## src/rtl/phy_rx_pkg.sv

```systemverilog
// Shared receive-path definitions for the phy_rx stages.
// Holds the comma/idle byte value and the byte packer state encoding.
// No ports; imported by the rx modules.
package phy_rx_pkg;

  // Idle/alignment byte, shared with the serial-to-parallel and tx stages.
  localparam logic [7:0] COMMA_BC = 8'hBC;

  typedef enum logic [1:0] {
    UNSYNC  = 2'd0,
    IDLE    = 2'd1,
    COLLECT = 2'd2
  } rx_state_t;

endpackage

```

## src/rtl/byte_a_palabra.sv

```systemverilog
// Packs the recovered byte stream into NUM_BYTES-wide words, dropping commas.
// Latency: the word and valid_output appear one clk_4f cycle after the last byte.
// No backpressure: one byte is consumed on every clk_4f edge.
//
// Ports:
//   clk_4f        byte clock (single domain)
//   reset         synchronous, active-high
//   active_input  link-aligned flag; a byte is qualified only while it is high
//   data_input    byte from the serial-to-parallel stage
//   data_output   last completed word, first received byte in the MSBs
//   valid_output  one-cycle pulse on each completed word
//   error_output  one-cycle pulse when a partial word is discarded
//   error_count   saturating count of error_output pulses
module byte_a_palabra
  import phy_rx_pkg::*;
#(
  parameter logic [7:0] COMMA     = COMMA_BC,
  parameter int         NUM_BYTES = 4,
  parameter int         ERR_W     = 8
) (
  input  logic                     clk_4f,
  input  logic                     reset,
  input  logic                     active_input,
  input  logic [7:0]               data_input,
  output logic [8*NUM_BYTES-1:0]   data_output,
  output logic                     valid_output,
  output logic                     error_output,
  output logic [ERR_W-1:0]         error_count
);

  localparam int WORD_W = 8 * NUM_BYTES;
  localparam int CNT_W  = $clog2(NUM_BYTES);
  localparam logic [CNT_W-1:0] LAST_K = CNT_W'(NUM_BYTES - 1);

  rx_state_t         state, nxt_state;
  logic [CNT_W-1:0]  cnt, nxt_cnt;
  logic [WORD_W-1:0] shift_reg;
  logic              load_first, shift_in, word_done, frame_err;

  always_comb begin
    nxt_state  = state;
    nxt_cnt    = cnt;
    load_first = 1'b0;
    shift_in   = 1'b0;
    word_done  = 1'b0;
    frame_err  = 1'b0;
    case (state)
      UNSYNC: begin
        // Nothing is accepted as data until the first comma is seen.
        if (active_input && data_input == COMMA) nxt_state = IDLE;
      end
      IDLE: begin
        if (!active_input) begin
          nxt_state = UNSYNC;
        end else if (data_input != COMMA) begin
          load_first = 1'b1;
          nxt_cnt    = CNT_W'(1);
          nxt_state  = COLLECT;
        end
      end
      COLLECT: begin
        if (!active_input) begin
          frame_err = 1'b1;
          nxt_cnt   = '0;
          nxt_state = UNSYNC;
        end else if (data_input == COMMA) begin
          frame_err = 1'b1;
          nxt_cnt   = '0;
          nxt_state = IDLE;
        end else if (cnt == LAST_K) begin
          // Final byte: the word completes on this edge and IDLE is only
          // passed through, so a data byte next cycle starts a new word.
          word_done = 1'b1;
          nxt_cnt   = '0;
          nxt_state = IDLE;
        end else begin
          shift_in = 1'b1;
          nxt_cnt  = cnt + 1'b1;
        end
      end
      default: begin
        nxt_cnt   = '0;
        nxt_state = UNSYNC;
      end
    endcase
  end

  always_ff @(posedge clk_4f) begin
    if (reset) begin
      state        <= UNSYNC;
      cnt          <= '0;
      shift_reg    <= '0;
      data_output  <= '0;
      valid_output <= 1'b0;
      error_output <= 1'b0;
      error_count  <= '0;
    end else begin
      state        <= nxt_state;
      cnt          <= nxt_cnt;
      valid_output <= word_done;
      error_output <= frame_err;
      // Bytes enter at the LSB end and move up, so slot 0 ends in the MSBs.
      if (load_first) shift_reg <= {{(WORD_W-8){1'b0}}, data_input};
      if (shift_in)   shift_reg <= {shift_reg[WORD_W-9:0], data_input};
      if (word_done)  data_output <= {shift_reg[WORD_W-9:0], data_input};
      if (frame_err && error_count != {ERR_W{1'b1}})
        error_count <= error_count + 1'b1;
    end
  end

endmodule

```

## config.mk

```make
export PLATFORM = sky130hd
export DESIGN_NAME = byte_a_palabra
export DESIGN_NICKNAME = d
export VERILOG_FILES = /design/src/rtl/phy_rx_pkg.sv /design/src/rtl/byte_a_palabra.sv
export SDC_FILE = /design/constraint.sdc
export NUM_CORES = 1
export LEC_CHECK = 0
export BUFFER_PORTS_ARGS = -buffer_cell sky130_fd_sc_hd__buf_2
export CAP_MARGIN = 25
export CORE_MARGIN = 2
export CORE_UTILIZATION = 40
export DETAILED_ROUTE_END_ITERATION = 6
export GPL_ROUTABILITY_DRIVEN = 0
export PLACE_DENSITY_LB_ADDON = 0.15
export SLEW_MARGIN = 20
export SYNTH_ARGS = -nofsm -noshare
export SYNTH_HDL_FRONTEND = slang
export SYNTH_SLANG_ARGS = --single-unit
```

## constraint.sdc

```tcl
create_clock -name clk_4f -period 3.9 [get_ports clk_4f]
set_clock_uncertainty 0.2 [all_clocks]
set_input_delay 0.195 -clock clk_4f [delete_from_list [all_inputs] [get_ports clk_4f]]
set_output_delay 0.195 -clock clk_4f [all_outputs]
set_load 0.05 [all_outputs]
```

==> flow_metrics.tcl <==
set metrics [dict create \
    outcome "complete, no violations" \
    leakagePower_nw 1.46 \
    via_per_inst 4.91 \
    syn-cell-area_sq_um 2810 \
    yosys-top-cells-area "dfxtp_1 (50%), nand2_1 (9.1%), a21oi_1 (6.2%)" \
    worstPathArrival_ns 2.43 \
    start_util_pct 41.3 \
    n_antenna_cell 0 \
    dpl-instance-area_sq_um 3150 \
    max_slew_margin_pct 57.8 \
    multiInputGateArea_sq_um 1300 \
    fin_nets 380 \
    cts_made_buffers 9 \
    yosys.cell_types.count 46 \
    die_x_um 87.7 \
    critPathRequiredTime_ns 3.99 \
    clkSinkCount 70 \
    vias 2279 \
    max_stage_delay_ns 0.55 \
    crit_fanout 16 \
    drive_gt1_share_pct 23.6 \
    synth.area.mux_share_pct 5.58 \
    io_buffers 52 \
    fmax_ghz 0.427 \
    postRouteWirelength_mm 5.99 \
    rsz0062_at_grt "false" \
    slowest_stage "and2_1" \
    final_util_pct 51.0 \
    routedWlPerCell_um 12.9 \
    end_kind "register" \
    fin_crit_sh_pct 60.0 \
    power.density_nw_per_um2 438 \
    cp_cell_sequence "inv_1 -> ha_1 -> and2b_1 -> o221ai_4 -> and2_1 -> a22o_1" \
    synth_compound_area_share_pct 17.1 \
    async_flop_share_pct 0 \
    drc_errors 0 \
    synth_simple_gate_area_share_pct 20.7 \
    gr-total-overflow 0 \
    dpl.hpwl_mm 4.09 \
    layout_min_cycle_time_ns 2.34 \
    yosysTopAreaCell "dfxtp_1" \
    tightestPinTransition_ns 0.632 \
    area_growth_pct 23.6 \
    synth-seq-area-share_pct 50.0 \
    ant_nets 0 \
    largest_register_ffs 32 \
    syn_inst 302 \
    die_area_sq_um 7700 \
    setup_tns_ns 0 \
    ios 53 \
    synth_xor_area_share_pct 0 \
    synth_edf_count 0 \
    yosys_warnings 0 \
    grt_use_total_pct 16.3 \
    synth_top_family_by_area "simple AND/OR/NAND/NOR gates" \
    hold_class "reg -> reg" \
    fillers 673 \
    antenna_found_initial 0 \
    synthAdderAreaFrac_pct 2.68 \
    clk_latency_ns 0.34 \
    start_kind "register" \
    final-seq-area_sq_um 1400 \
    hold_viol_final 0 \
    slew_violations 0 \
    core_sq_um 6790 \
    worstSetupPathType "reg -> reg" \
    firstDrtPassIters 4 \
    synth_top_area_share_pct 50.0 \
    cts.clk_slew.worst_paths_ns 0.07 \
    setup_viol 0 \
    synth_ff_type "dfxtp_1" \
    synth_nets 319 \
    synth-seq-cells 70 \
    htreeDepth 3 \
    vdd_drop_max_mv 0.284 \
    drtIter0Drc 91 \
    num_rows 30 \
    clockRootBuffer "clkbuf_8" \
    maxCapViolCount 0 \
    clockBufferDepth 2 \
    die_h_um 87.7 \
    grt_pass1_wl_mm 9.76 \
    synth_area_per_cell_sq_um 9.29 \
    final_cell_area_sq_um 3470 \
    cts_tree "built" \
    grt_max_degree 63 \
    grt_pass1_vias 1969 \
]
[metrics by stage]
| stage | setup WS [ns] | power (W) | std cells | hold WS, ns |
|---|---|---|---|---|
| 6_report | 1.56 | 0.00152 | 464 | 0.252 |
| 5_1_grt | 1.34 | 0.00159 | 464 | 0.269 |
| 4_1_cts | 1.53 | 0.00154 | 463 | 0.254 |
| 3_5_place_dp | 1.55 | 0.000933 | 437 | 0.243 |
| 3_3_place_gp | 1.55 | 0.000931 | 436 | 0.241 |
| 2_1_floorplan | 1.92 | 0.000899 | 302 | 0.131 |
[routing by layer]
metal	vias to the layer above	global-route usage (%)	wire length, um
li1	1178	-	-
met2	46	24.0	2750
met3	8	3.39	208
met1	1047	23.0	2950
met5	-	0	0
met4	0	7.27	86
[Yosys cell counts, drive strengths merged, types with 2 or more instances]
master,count
clkbuf,6
mux2,5
a22o,16
nor3,2
nor2b,4
a21oi,35
o2111ai,2
o211ai,2
a211oi,2
buf,10
ha,6
and3,2
nand2b,4
nand3,7
nor4,2
o21ai,2
nand4b,2
dfxtp,70
mux2i,10
nand2,68
nor2,19
inv,7
[path summary, 6_finish.rpt]
kind | from | to | slack (ns) | cells past startpoint
min reg2reg | data_output[28] | data_output[28] | 0.25 | 2
min | data_output[28] | data_output[28] | 0.25 | 2
max reg2reg | state[0] | shift_reg[21] | 1.56 | 6
max | state[0] | shift_reg[21] | 1.56 | 6
[cells by family after synthesis]
family | Yosys count
buf+inv | 23
compound gates | 69
mux | 15
simple gates | 119
flops | 70
fa+ha+maj | 6
[area by class of cell]
type	instances	share of cell area [%]
Sequential cell	70	40.4
Multi-Input combinational cell	209	37.5
Timing Repair Buffer	66	11.8
Clock buffer	10	3.97
Tap cell	96	3.47
Clock inverter	6	1.99
Inverter	7	0.758
[worst max-delay path: cells and delay by family, from the launching register on]
kind                       cells  cell delay (ns)
adders and majority gates      1             0.26
and+or+nand+nor                2             0.76
buffers and inverters          1             0.09
DFF                            1             0.37
AOI/OAI and AO/OA              2             0.60
[what timing repair did]
| item | CTS | global route |
|---|---|---|
| hold endpoints to repair | 17 | 0 |
| setup buffers | 0 | 0 |
| gates resized for setup | 0 | 0 |
| endpoints found under the setup margin | 0 | 0 |
| hold buffers | 10 | 0 |
[power by group]
group          internal (W)  switching [W]
logic             0.0000736       0.000103
clock network      0.000316       0.000279
registers          0.000732      0.0000158
[placed cells by master (no fill, tap or decap), types with 2 or more instances in the layout]
cell type      Yosys  routed
nor4_1             2       2
nand2b_1           4       4
inv_1              7       7
nor2_1            19      19
dfxtp_1           70      70
mux2_2             5       5
ha_1               6       6
buf_2              7      52
and3_1             2       2
o2111ai_1          2       2
buf_4              0       3
mux2i_1           10      10
nand3_1            7       7
nor3_2             2       2
dlygate4sd3_1      0      10
clkbuf_8           0      10
nor2b_1            4       4
clkinv_4           0       2
o211ai_1           2       2
a22o_1            16      16
a21oi_1           35      35
nand2_1           68      68
No activity file was read; power rests on OpenSTA's default activity.
